### config.mk
export PLATFORM = sky130hd
export DESIGN_NAME = fns_repair_ctrl_flat
export DESIGN_NICKNAME = d
export VERILOG_FILES = /design/src/rtl/fns_ctrl_pkg.sv /design/src/rtl/fns_repair_ctrl_if.sv /design/src/rtl/fns_ack_timer.sv /design/src/rtl/fns_repair_ctrl.sv /design/src/flat_wrapper.sv
export SDC_FILE = /design/constraint.sdc
export NUM_CORES = 1
export LEC_CHECK = 0
export ABC_AREA = 1
export CAP_MARGIN = 30
export CORE_ASPECT_RATIO = 1.5
export CORE_UTILIZATION = 55
export CTS_BUF_LIST = sky130_fd_sc_hd__clkbuf_4
export DETAILED_ROUTE_END_ITERATION = 16
export HOLD_SLACK_MARGIN = 0.06
export PLACE_DENSITY_LB_ADDON = 0.08
export SYNTH_ARGS = -nofsm -noshare
export SYNTH_HDL_FRONTEND = slang
export SYNTH_SLANG_ARGS = --single-unit
### constraint.sdc
create_clock -name clk -period 2.2 [get_ports clk]
set_clock_uncertainty 0.15 [all_clocks]
set_input_delay 0.44 -clock clk [delete_from_list [all_inputs] [get_ports clk]]
set_output_delay 0.44 -clock clk [all_outputs]
set_load 0.05 [all_outputs]
### src/rtl/fns_ctrl_pkg.sv
// Shared types and sizing for the FNS TSV repair controller.
// State encoding, default geometry and saturating counter helper.
package fns_ctrl_pkg;

    localparam int N_TSV_DEF = 9;
    localparam int N_RED_DEF = 1;
    localparam int IDX_W     = 4;
    localparam int CNT_W     = 4;

    typedef enum logic [2:0] {
        ST_IDLE,
        ST_SCAN,
        ST_GAP,
        ST_SETTLE,
        ST_COMMIT
    } state_t;

    function automatic logic [CNT_W-1:0] sat_inc(
        input logic [CNT_W-1:0] c,
        input logic             inc
    );
        return (inc && c != '1) ? c + 1'b1 : c;
    endfunction

endpackage

### src/rtl/fns_repair_ctrl_if.sv
// Request/acknowledge link between the repair controller and the
// external TSV test engine.
interface fns_repair_ctrl_if;
    import fns_ctrl_pkg::*;

    logic             test_req;
    logic [IDX_W-1:0] test_sel;
    logic             test_ack;
    logic             test_fail;

    modport master (
        output test_req,
        output test_sel,
        input  test_ack,
        input  test_fail
    );

    modport slave (
        input  test_req,
        input  test_sel,
        output test_ack,
        output test_fail
    );

endinterface

### src/rtl/fns_ack_timer.sv
// Loadable down-counter bounding how long a test request may wait.
// expired is high once TIMEOUT enabled cycles have elapsed since load.
module fns_ack_timer #(
    parameter int TIMEOUT = 15
) (
    input  logic clk,
    input  logic rst,
    input  logic load,
    input  logic en,
    output logic expired
);

    localparam logic [7:0] LOAD_VAL = 8'(TIMEOUT - 1);

    logic [7:0] cnt;

    always_ff @(posedge clk or posedge rst) begin
        if (rst) begin
            cnt <= '0;
        end else if (load) begin
            cnt <= LOAD_VAL;
        end else if (en && cnt != '0) begin
            cnt <= cnt - 8'd1;
        end
    end

    assign expired = (cnt == '0);

endmodule

### src/rtl/fns_repair_ctrl.sv
// Scans TSVs through the test engine, builds the FNS fault vector and
// commits the settled enable/redundant flags into stable registers.
module fns_repair_ctrl
    import fns_ctrl_pkg::*;
#(
    parameter int N_TSV       = N_TSV_DEF,
    parameter int N_RED       = N_RED_DEF,
    parameter int SETTLE_CYC  = 1,
    parameter int ACK_TIMEOUT = 15
) (
    input  logic                 clk,
    input  logic                 rst,
    input  logic                 start,
    input  logic                 abort,
    fns_repair_ctrl_if.master    tst,
    output logic [N_TSV-1:0]     fns_f_flag,
    input  logic [N_TSV-1:0]     fns_en_flag,
    input  logic                 fns_r_flag,
    output logic [N_TSV-1:0]     en_flag_q,
    output logic                 r_flag_q,
    output logic                 cfg_valid,
    output logic                 repair_fail,
    output logic                 timeout_err,
    output logic [CNT_W-1:0]     fault_cnt,
    output logic                 busy,
    output logic                 done
);

    localparam logic [IDX_W-1:0] LAST_IDX    = IDX_W'(N_TSV - 1);
    localparam logic [CNT_W-1:0] RED_MAX     = CNT_W'(N_RED);
    localparam logic [2:0]       SETTLE_LAST = 3'(SETTLE_CYC - 1);

    state_t           state;
    logic [IDX_W-1:0] idx;
    logic [CNT_W-1:0] cnt;
    logic             to_flag;
    logic [2:0]       settle_cnt;
    logic             req_q;
    logic [IDX_W-1:0] sel_q;
    logic             tmr_load;
    logic             tmr_expired;

    // Timer restarts on every entry into SCAN.
    assign tmr_load = (state == ST_IDLE && start) ||
                      (state == ST_GAP && !abort && idx != LAST_IDX);

    fns_ack_timer #(
        .TIMEOUT (ACK_TIMEOUT)
    ) u_timer (
        .clk     (clk),
        .rst     (rst),
        .load    (tmr_load),
        .en      (state == ST_SCAN),
        .expired (tmr_expired)
    );

    assign tst.test_req = req_q;
    assign tst.test_sel = sel_q;
    assign busy         = (state != ST_IDLE);

    always_ff @(posedge clk or posedge rst) begin
        if (rst) begin
            state       <= ST_IDLE;
            idx         <= '0;
            cnt         <= '0;
            to_flag     <= 1'b0;
            settle_cnt  <= '0;
            req_q       <= 1'b0;
            sel_q       <= '0;
            fns_f_flag  <= '0;
            en_flag_q   <= '0;
            r_flag_q    <= 1'b0;
            cfg_valid   <= 1'b0;
            repair_fail <= 1'b0;
            timeout_err <= 1'b0;
            fault_cnt   <= '0;
            done        <= 1'b0;
        end else begin
            done <= 1'b0;
            if (abort && state != ST_IDLE) begin
                state      <= ST_IDLE;
                req_q      <= 1'b0;
                fns_f_flag <= '0;
            end else begin
                unique case (state)
                    ST_IDLE: begin
                        if (start) begin
                            fns_f_flag <= '0;
                            cnt        <= '0;
                            to_flag    <= 1'b0;
                            idx        <= '0;
                            sel_q      <= '0;
                            req_q      <= 1'b1;
                            state      <= ST_SCAN;
                        end
                    end
                    ST_SCAN: begin
                        if (tst.test_ack) begin
                            fns_f_flag[idx] <= tst.test_fail;
                            cnt   <= sat_inc(cnt, tst.test_fail);
                            req_q <= 1'b0;
                            state <= ST_GAP;
                        end else if (tmr_expired) begin
                            // A silent TSV is treated as faulty.
                            fns_f_flag[idx] <= 1'b1;
                            cnt     <= sat_inc(cnt, 1'b1);
                            to_flag <= 1'b1;
                            req_q   <= 1'b0;
                            state   <= ST_GAP;
                        end
                    end
                    ST_GAP: begin
                        if (idx == LAST_IDX) begin
                            settle_cnt <= '0;
                            state      <= ST_SETTLE;
                        end else begin
                            idx   <= idx + 1'b1;
                            sel_q <= idx + 1'b1;
                            req_q <= 1'b1;
                            state <= ST_SCAN;
                        end
                    end
                    ST_SETTLE: begin
                        if (settle_cnt == SETTLE_LAST) begin
                            state <= ST_COMMIT;
                        end else begin
                            settle_cnt <= settle_cnt + 3'd1;
                        end
                    end
                    ST_COMMIT: begin
                        fault_cnt   <= cnt;
                        timeout_err <= to_flag;
                        cfg_valid   <= 1'b1;
                        done        <= 1'b1;
                        state       <= ST_IDLE;
                        if (cnt <= RED_MAX) begin
                            en_flag_q   <= fns_en_flag;
                            r_flag_q    <= fns_r_flag;
                            repair_fail <= 1'b0;
                        end else begin
                            en_flag_q   <= '0;
                            r_flag_q    <= 1'b0;
                            repair_fail <= 1'b1;
                        end
                    end
                    default: state <= ST_IDLE;
                endcase
            end
        end
    end

endmodule
### src/flat_wrapper.sv
// flat-port wrapper written by rule: the top's interface ports become plain ports
module fns_repair_ctrl_flat import fns_ctrl_pkg::*;
#(
    parameter int N_TSV       = N_TSV_DEF,
    parameter int N_RED       = N_RED_DEF,
    parameter int SETTLE_CYC  = 1,
    parameter int ACK_TIMEOUT = 15
)
  (clk, rst, start, abort, fns_f_flag, fns_en_flag, fns_r_flag, en_flag_q, r_flag_q, cfg_valid, repair_fail, timeout_err, fault_cnt, busy, done, tst_test_req, tst_test_sel, tst_test_ack, tst_test_fail);
  fns_repair_ctrl_if tst_i ();
  input  logic clk;
  input  logic rst;
  input  logic start;
  input  logic abort;
  output logic [N_TSV-1:0] fns_f_flag;
  input  logic [N_TSV-1:0] fns_en_flag;
  input  logic fns_r_flag;
  output logic [N_TSV-1:0] en_flag_q;
  output logic r_flag_q;
  output logic cfg_valid;
  output logic repair_fail;
  output logic timeout_err;
  output logic [CNT_W-1:0] fault_cnt;
  output logic busy;
  output logic done;
  output wire logic [$bits(tst_i.test_req)-1:0] tst_test_req;
  output wire logic [$bits(tst_i.test_sel)-1:0] tst_test_sel;
  input wire logic [$bits(tst_i.test_ack)-1:0] tst_test_ack;
  input wire logic [$bits(tst_i.test_fail)-1:0] tst_test_fail;
  assign tst_test_req = tst_i.test_req;
  assign tst_test_sel = tst_i.test_sel;
  assign tst_i.test_ack = tst_test_ack;
  assign tst_i.test_fail = tst_test_fail;
  fns_repair_ctrl #(.N_TSV(N_TSV), .N_RED(N_RED), .SETTLE_CYC(SETTLE_CYC), .ACK_TIMEOUT(ACK_TIMEOUT)) u_core (.clk(clk), .rst(rst), .start(start), .abort(abort), .tst(tst_i), .fns_f_flag(fns_f_flag), .fns_en_flag(fns_en_flag), .fns_r_flag(fns_r_flag), .en_flag_q(en_flag_q), .r_flag_q(r_flag_q), .cfg_valid(cfg_valid), .repair_fail(repair_fail), .timeout_err(timeout_err), .fault_cnt(fault_cnt), .busy(busy), .done(done));
endmodule
==> impl_metrics.tcl <==
set metrics [dict create \
    htree_levels 2 \
    cp_top_family "buffers and inverters" \
    critical_path_class "reg -> out" \
    slowest_stage "clkdlybuf4s50_1" \
    rows 32 \
    cap_violations 0 \
    first_pass_iters 4 \
    setup_violations 0 \
    ff2ff_setup_slack_ps 280 \
    cp-start-kind "flip-flop" \
    slew_headroom_pct 62.5 \
    cts.sinks 51 \
    instances_no_fill 510 \
    rr_endpoint "u_core.idx[1]$_DFFE_PP0P_" \
    worst_slew_pin_slew_ps 562 \
    nets 469 \
    p_leak_nw 2.13 \
    dp_cells 503 \
    power_density_mw_per_mm2 1050 \
    grt_pass1_vias 2441 \
    cp.required_ps 1610 \
    viasPerCell 5.20 \
    hold_viol_final 0 \
    timing.fmax_mhz 470 \
    gr-usage-all-layers_pct 24.9 \
    r2r_start "u_core.idx[0]$_DFFE_PP0P_" \
    globalplace.congestion 0.889 \
    antenna_found_initial 0 \
    routedWlPerCell_um 12.4 \
    cts_tree "built" \
    yosys.area.top_type "dfrtp_1" \
    antenna_cells 0 \
    finalCritPeriodShare_pct 96.7 \
    critPathArrivalTime_ps 1540 \
    clkSlewWorstSetupHoldPaths_ps 140 \
    cp_cell_sequence "clkdlybuf4s50_1" \
    cts-root-buf "clkbuf_4" \
    status "complete, no violations" \
    synth.distinct_cells 31 \
    ioPinCount 49 \
    drcViolationCount 0 \
    slew_violations 0 \
    ys_warn_count 0 \
    die_x_um 61.8 \
    crit_buf_inv 1 \
    grt_pass1_wl_mm 10.7 \
    initial_core_util_pct 57.1 \
    netlist_instances 389 \
    netlist_area_mm2 0.00295 \
    syn-num-nets 416 \
    slowest_delay_ps 800 \
    postRouteAntennaNets 0 \
    postCtsSetupBuffers 0 \
    dp_hpwl_mm 4.59 \
    synthDominantCellAreaShare_pct 43.2 \
    die_y_um 91.7 \
    drt_iter0_drc 72 \
    grt_max_degree 52 \
    cp-end-kind "primary output" \
    via_count 2652 \
    setup_ws_ps 72.6 \
    dieArea_mm2 0.00567 \
    worst_ir_drop_vdd_mv 0.687 \
    drive_gt1_share_pct 8.82 \
    hold_path_class "in -> async" \
    avgSynthCellArea_um2 7.59 \
    synth.area.top_cells "dfrtp_1 (43%), nand2_1 (15%), nand3_1 (9.2%), inv_1 (5.1%), ha_1 (4.7%)" \
    design.core.area_mm2 0.00516 \
    wl_mm 6.32 \
    pre_cts_slack_ps 89.8 \
    ys_seq_area_share_pct 43.2 \
    worstPathMaxFanout 2 \
    finalSetupTns_ps 0 \
    grt.overflow.total 0 \
    port_buffers 48 \
    cts_buffers 5 \
    area_delta_synth_final_pct 24.0 \
    rsz0062_at_grt "no" \
    clock_path_buffers 2 \
    rr_worst_depth 10 \
    clk-insertion-delay-late_ps 380 \
    finalCriticalPeriod_ps 2130 \
    ys_ff_latch 51 \
]
-- state kept, by name, indices dropped and copies added (netlist names), 3 cells and up --
name,flops
u_core.settle_cnt,3
u_core.fault_cnt,4
u_core.en_flag_q,9
u_core.state,3
u_core.cnt,4
u_core.idx,4
u_core.fns_f_flag,9
u_core.u_timer.cnt,8
-- cell usage after synthesis (all sizes together) --
cell and n:
nand2 121, nand3 59, dfrtp 51, inv 42
nor2 41, nand4 18, o21ai 15, ha 11
buf 8, and2 4, xor2 4, clkbuf 3
nor3 3, a21oi 2, a21boi 1, a31oi 1
clkinv 1, nor4 1, o211ai 1, or2 1
xnor2 1
-- how the worst max path moves through the flow --
stage,from,to,depth (start not counted)
floorplan,u_core.idx[0]$_DFFE_PP0P_,u_core.idx[0]$_DFFE_PP0P_,10
detailed placement,abort,u_core.idx[0]$_DFFE_PP0P_,7
CTS,u_core.fns_f_flag[4]$_DFFE_PP0P_,fns_f_flag[4],1
finish,u_core.en_flag_q[4]$_DFFE_PP0P_,en_flag_q[4],1
global placement,abort,u_core.idx[1]$_DFFE_PP0P_,7
global route,u_core.en_flag_q[6]$_DFFE_PP0P_,en_flag_q[6],1
-- kinds of logic (layout without fill, tap and decap cells) --
group | Yosys count | in the layout | synth area share, %
flip-flops | 51 | 51 | 43.2
AO/OA/AOI/OAI | 20 | 20 | 3.60
XOR/XNOR | 5 | 5 | 1.48
buffers and inverters | 54 | 107 | 7.67
AND/OR/NAND/NOR | 248 | 248 | 39.3
adder cells (fa/ha/maj) | 11 | 11 | 4.66
-- routing by layer --
metal  track usage (%)  vias up  wire length (um)
met5                 0        -                 0
met4              7.78        0                92
met3              5.92        8               345
met2              41.2       69              3210
met1              31.1     1215              2660
li1                  -     1360                 -
-- placed cells by master (no fill, tap or decap), types with 2 or more instances in the layout --
| master | count |
|---|---|
| nor2_1 | 35 |
| o21ai_0 | 12 |
| xor2_1 | 4 |
| nor2_4 | 3 |
| a21oi_1 | 2 |
| buf_12 | 2 |
| buf_4 | 10 |
| and2_1 | 4 |
| clkdlybuf4s50_1 | 23 |
| nand2_2 | 3 |
| nand3_2 | 4 |
| ha_1 | 11 |
| nand3_1 | 54 |
| inv_1 | 39 |
| nand4_1 | 18 |
| dlymetal6s2s_1 | 20 |
| inv_2 | 3 |
| dfrtp_1 | 51 |
| clkbuf_4 | 5 |
| o21ai_1 | 3 |
| nor3_1 | 3 |
| nor2_2 | 3 |
| nand2_1 | 117 |
| dlygate4sd2_1 | 2 |
-- power by group --
part	switching [mW]	internal [mW]	leakage, nW
Clock	0.294	0.233	0.0373
Sequential	0.141	1.12	0.675
Combinational	1.39	0.662	1.42
-- layout make-up --
type | count | area, um^2
inverter | 43 | 161
clock buffer | 5 | 37.5
multi-input combinational | 284 | 1450
tap | 68 | 85.1
timing repair buffer | 57 | 613
sequential | 51 | 1280
clock inverter | 2 | 37.5
fill | 412 | 1510
-- through the flow --
stage	power, mW	cell area, um^2	util [%]	hold slack, ps
4_1_cts	3.88	3610	69.9	263
2_1_floorplan	2.78	2950	-	317
3_3_place_gp	3.31	3540	68.5	302
5_1_grt	4.15	3660	70.9	265
3_5_place_dp	3.34	3540	68.5	314
6_report	3.84	3660	70.9	256
-- timing repair --
action / CTS / global route
hold buffers: 0 / 0
gates resized for setup: 2 / 20
setup endpoints to repair: 2 / 20
-- worst register-to-register path, stage by stage (launching register included) --
cell and delay [ps]:
dfrtp_1 460, inv_1 120, ha_1 250, nand3_1 140
inv_1 90, nand2_2 110, nand2_1 70, nor2_2 150
buf_4 180, nand3_1 60, o21ai_0 70
No activity file was read; power rests on OpenSTA's default activity.
==> RTL change 1 (same flow settings) <==
Reset style: synchronous (`rst`), changed in 2 clocked blocks.
--- a/src/rtl/fns_ack_timer.sv
+++ b/src/rtl/fns_ack_timer.sv
@@ -15,5 +15,5 @@
     logic [7:0] cnt;
 
-    always_ff @(posedge clk or posedge rst) begin
+    always_ff @(posedge clk) begin
         if (rst) begin
             cnt <= '0;
--- a/src/rtl/fns_repair_ctrl.sv
+++ b/src/rtl/fns_repair_ctrl.sv
@@ -59,5 +59,5 @@
     assign busy         = (state != ST_IDLE);
 
-    always_ff @(posedge clk or posedge rst) begin
+    always_ff @(posedge clk) begin
         if (rst) begin
             state       <= ST_IDLE;
Function: differs if rst is asserted again (counterexample within 4 cycles, from zero or initial values and one cycle with rst high); with rst held inactive, the same outputs for 10 cycles.
==> RTL change 1 against the original RTL <==
Final area fell by 8.0%. Routed wire length fell by 3.1%. Worst setup slack got worse by 4.8 ps. Global-route usage rose by 0.82 points. Non-clock buffer count rose by 3. Synthesized area fell by 9.1%. Sequential cell count did not move. Critical endpoint is now repair_fail.
Power is not compared: it rests on default switching activity, and its combinational part moved more than twofold at a synthesized area within 25%.
==> RTL change 1: results <==
{
  "critical-path-max-stage-delay_ps": 810,
  "wl_met1_um": 2430,
  "gp_congestion": 0.958,
  "synth_nets": 436,
  "r2r-start": "u_core.u_timer.cnt[0]$_SDFFE_PP0P_",
  "r2r_end": "u_core.fns_f_flag[3]$_SDFFE_PP0P_",
  "outcome": "finished, final reports clean",
  "crit_path_start": "u_core.repair_fail$_SDFFE_PP0P_",
  "grt_pass1_vias": 2430,
  "grt_use_total_pct": 25.7,
  "ys_seq_area_share_pct": 38.0,
  "drtIter0Drc": 115,
  "gr-usage-met1_pct": 28.3,
  "routed-wl-met2_um": 3140,
  "synth_area_leaders": "dfxtp_1 (38%), nand2_1 (17%), a21oi_1 (8.0%), inv_1 (7.1%), nor2_1 (6.9%)",
  "r2r_slack_ps": 310,
  "num_vias": 2679,
  "crit_end": "repair_fail",
  "tightest_slew_ps": 722,
  "grt_max_degree": 18,
  "cts_buffers": 5,
  "grt_pass1_wl_um": 10200,
  "drt_first_pass_iters": 4,
  "yosys-top-cells-count": "nand2_1 (121), dfxtp_1 (51), inv_1 (51)",
  "cp_top_family": "buffers and inverters",
  "dpl.hpwl_um": 4640,
  "grtUsageMet2_pct": 46.0,
  "met3_usage_pct": 5.02,
  "met3WireLength_um": 332,
  "synth_cell_types": 26,
  "nFillCells": 397,
  "async_flop_share_pct": 0,
  "post_dp_cell_area_um2": 3290,
  "wl_per_cell_um": 11.5,
  "hold_class": "flip-flop to flip-flop",
  "cts_root_buf": "clkbuf_4",
  "drive_above_1_share_pct": 7.28,
  "final_nets": 492
}
## RTL change 1: cell types whose count changed in the layout (fill, tap and decap cells not counted), sizes merged, moves of 10 or more
cell           delta
a21oi            +43
clkdlybuf4s50    +19
dfrtp            -51
dfxtp            +51
dlymetal6s2s     -19
inv              +11
nand3            -26
nand4            -16
nor2             +10
## RTL change 1: stage by stage
stage          cells  util [%]  worst slack (ps)  hold slack (ps)  total power, W
2_1_floorplan    410         -               196              288         0.00175
3_3_place_gp     523      71.2               132              291         0.00200
3_5_place_dp     523      71.2              69.5              296         0.00202
4_1_cts          531      72.8              47.6              316         0.00255
5_1_grt          531      73.0              3.99              331         0.00271
6_report         531      73.0              67.8              311         0.00253
## RTL change 1: final cells by class
| cell class | count | area, um^2 | area share, % |
|---|---|---|---|
| repair buffers | 60 | 576 | 17.1 |
| well taps | 64 | 80.1 | 2.38 |
| clock inverters | 3 | 38.8 | 1.15 |
| flip-flops and latches | 51 | 1020 | 30.3 |
| multi-input cells | 294 | 1410 | 41.9 |
| inverters | 54 | 203 | 6.02 |
| clock buffers | 5 | 37.5 | 1.11 |
## RTL change 1: worst min path at each step
stage	start	to	slack (ps)	cells past startpoint
floorplan	u_core.to_flag$_SDFFE_PP0P_	u_core.to_flag$_SDFFE_PP0P_	290	2
global placement	u_core.cfg_valid$_SDFFE_PP0P_	u_core.cfg_valid$_SDFFE_PP0P_	290	2
detailed placement	u_core.cfg_valid$_SDFFE_PP0P_	u_core.cfg_valid$_SDFFE_PP0P_	300	2
CTS	u_core.cfg_valid$_SDFFE_PP0P_	u_core.cfg_valid$_SDFFE_PP0P_	320	2
global route	u_core.r_flag_q$_SDFFE_PP0P_	u_core.r_flag_q$_SDFFE_PP0P_	330	2
finish	u_core.cfg_valid$_SDFFE_PP0P_	u_core.cfg_valid$_SDFFE_PP0P_	310	2
## RTL change 1: kinds of logic (layout without fill, tap and decap cells)
| group | after synthesis | count (layout) | synth area share, % |
|---|---|---|---|
| flip-flops | 51 | 51 | 38.0 |
| AND/OR/NAND/NOR | 218 | 218 | 34.2 |
| buffers and inverters | 65 | 122 | 9.56 |
| XOR/XNOR | 5 | 5 | 1.63 |
| adder cells (fa/ha/maj) | 10 | 10 | 4.66 |
| AO/OA/AOI/OAI | 61 | 61 | 11.9 |
## RTL change 1: power groups by stage
stage	logic, W	registers [W]	clock network, W
2_1_floorplan	0.000527	0.00122	0
3_3_place_gp	0.000906	0.00110	0
3_5_place_dp	0.000922	0.00110	0
4_1_cts	0.000925	0.00108	0.000542
5_1_grt	0.00104	0.00109	0.000575
6_report	0.000930	0.00108	0.000525
==> RTL change 2 (same settings) <==
Made on the original files. `ACK_TIMEOUT` is set to 15 in 2 places; all go to 11.
--- a/src/rtl/fns_repair_ctrl.sv
+++ b/src/rtl/fns_repair_ctrl.sv
@@ -7,5 +7,5 @@
     parameter int N_RED       = N_RED_DEF,
     parameter int SETTLE_CYC  = 1,
-    parameter int ACK_TIMEOUT = 15
+    parameter int ACK_TIMEOUT = 11
 ) (
     input  logic                 clk,
--- a/src/flat_wrapper.sv
+++ b/src/flat_wrapper.sv
@@ -5,5 +5,5 @@
     parameter int N_RED       = N_RED_DEF,
     parameter int SETTLE_CYC  = 1,
-    parameter int ACK_TIMEOUT = 15
+    parameter int ACK_TIMEOUT = 11
 )
   (clk, rst, start, abort, fns_f_flag, fns_en_flag, fns_r_flag, en_flag_q, r_flag_q, cfg_valid, repair_fail, timeout_err, fault_cnt, busy, done, tst_test_req, tst_test_sel, tst_test_ack, tst_test_fail);
Check against the original RTL: no difference found for any inputs over 10 cycles, from zero or initial values and one cycle with rst high; that may be too few to reach the edited logic, so the function may still have changed.
==> RTL change 2 against the original RTL <==
Critical path depth did not move. Final area rose by 0.38%. Routed wire length rose by 3.5%. Power rose by 11%. Synthesized area barely moved. Worst setup slack got worse by 46 ps. Sequential cell count did not move. Clock power rose by 25%. Sequential power rose by 4%.
==> RTL change 2: results <==
{
  "wl_met1_um": 2640,
  "drtIter0Drc": 108,
  "drive_above_1_share_pct": 8.64,
  "final_nets": 466,
  "grt_use_total_pct": 25.5,
  "synth_nets": 414,
  "crit_path_start": "u_core.fns_f_flag[1]$_DFFE_PP0P_",
  "r2r_slack_ps": 240,
  "io_buffer_count": 48,
  "gp_congestion": 0.926,
  "synthXorXnorAreaFrac_pct": 1.19,
  "wl_um": 6540,
  "p_leak_nw": 2.11,
  "outcome": "finished, final reports clean",
  "dpl.hpwl_um": 4750,
  "drt_first_pass_iters": 4,
  "reg2reg_depth": 9,
  "grt_max_degree": 52,
  "synth_area_leaders": "dfrtp_1 (43%), nand2_1 (15%), nand3_1 (9.7%), inv_1 (5.0%), ha_1 (4.7%)",
  "cp_max_fo": 3,
  "cp.arrival_ps": 1580,
  "grt_pass1_wl_um": 10900,
  "ys_seq_area_share_pct": 43.2,
  "routed-wl-met2_um": 3520,
  "r2r_end": "u_core.idx[0]$_DFFE_PP0P_",
  "peakVddDrop_v": 0.000620,
  "wl_per_cell_um": 12.9,
  "grt_pass1_vias": 2576,
  "synth-adder-area-share_pct": 4.66,
  "slew_headroom_pct": 60.4,
  "met3WireLength_um": 228,
  "dp_cells": 500,
  "cts_root_buf": "clkbuf_4"
}
==> RTL change 2: report_power, final <==
group          switching [W]  internal [W]
sequential          0.000171       0.00114
clock               0.000290      0.000367
combinational        0.00156      0.000721
total                0.00202       0.00223
==> RTL change 2: how the worst max path moves through the flow <==
stage                                         to  slack (ps)  depth (start not counted)
3_3_place_gp   u_core.u_timer.cnt[4]$_DFFE_PP0P_         130                          7
4_1_cts                            fns_f_flag[3]          10                          1
6_report                           fns_f_flag[1]          30                          1
3_5_place_dp   u_core.u_timer.cnt[5]$_DFFE_PP0P_          80                          7
5_1_grt                                cfg_valid           2                          1
2_1_floorplan  u_core.u_timer.cnt[4]$_DFFE_PP0P_         220                         10
==> RTL change 2: final cells by class <==
| class | count | area (um^2) | area share (%) |
|---|---|---|---|
| tap | 68 | 85.1 | 2.32 |
| multi-input combinational | 283 | 1450 | 39.6 |
| clock inverter | 2 | 60.1 | 1.63 |
| inverter | 43 | 163 | 4.43 |
| timing repair buffer | 55 | 591 | 16.1 |
| sequential | 51 | 1280 | 34.7 |
| clock buffer | 6 | 45.0 | 1.23 |
==> RTL change 2: timing repair <==
action | 4_1_cts | 5_1_grt
cloned | 0 | 0
setup endpoints to repair | 2 | 17
pin swaps | 0 | 0
gates resized for setup | 2 | 17
==> RTL change 2: worst min-delay path, delay by kind of cell <==
| family | cells | cell delay (ps) |
|---|---|---|
| buf+inv | 3 | 750 |
==> RTL change 2: metal layers <==
metal	vias to the layer above	GRT usage, %
met5	-	0
li1	1356	-
met4	0	10.0
met3	16	4.65
met2	78	47.4
met1	1246	26.4
==> RTL change 2: logic make-up after synthesis <==
family                   after synthesis
AO/OA/AOI/OAI                         20
XOR/XNOR                               4
adder cells (fa/ha/maj)               11
buffers and inverters                 53
flip-flops                            51
AND/OR/NAND/NOR                      248
==> RTL change 2: per-stage QoR <==
stage	hold slack [ps]	cell area (um^2)	setup WS [ps]	power, W	utilization, %
detailed placement	302	3530	76.8	0.00361	68.3
CTS	281	3630	10.8	0.00428	70.3
global placement	309	3530	127	0.00357	68.3
finish	265	3670	26.9	0.00425	71.1
global route	287	3670	2.23	0.00456	71.1
floorplan	317	2950	224	0.00300	-
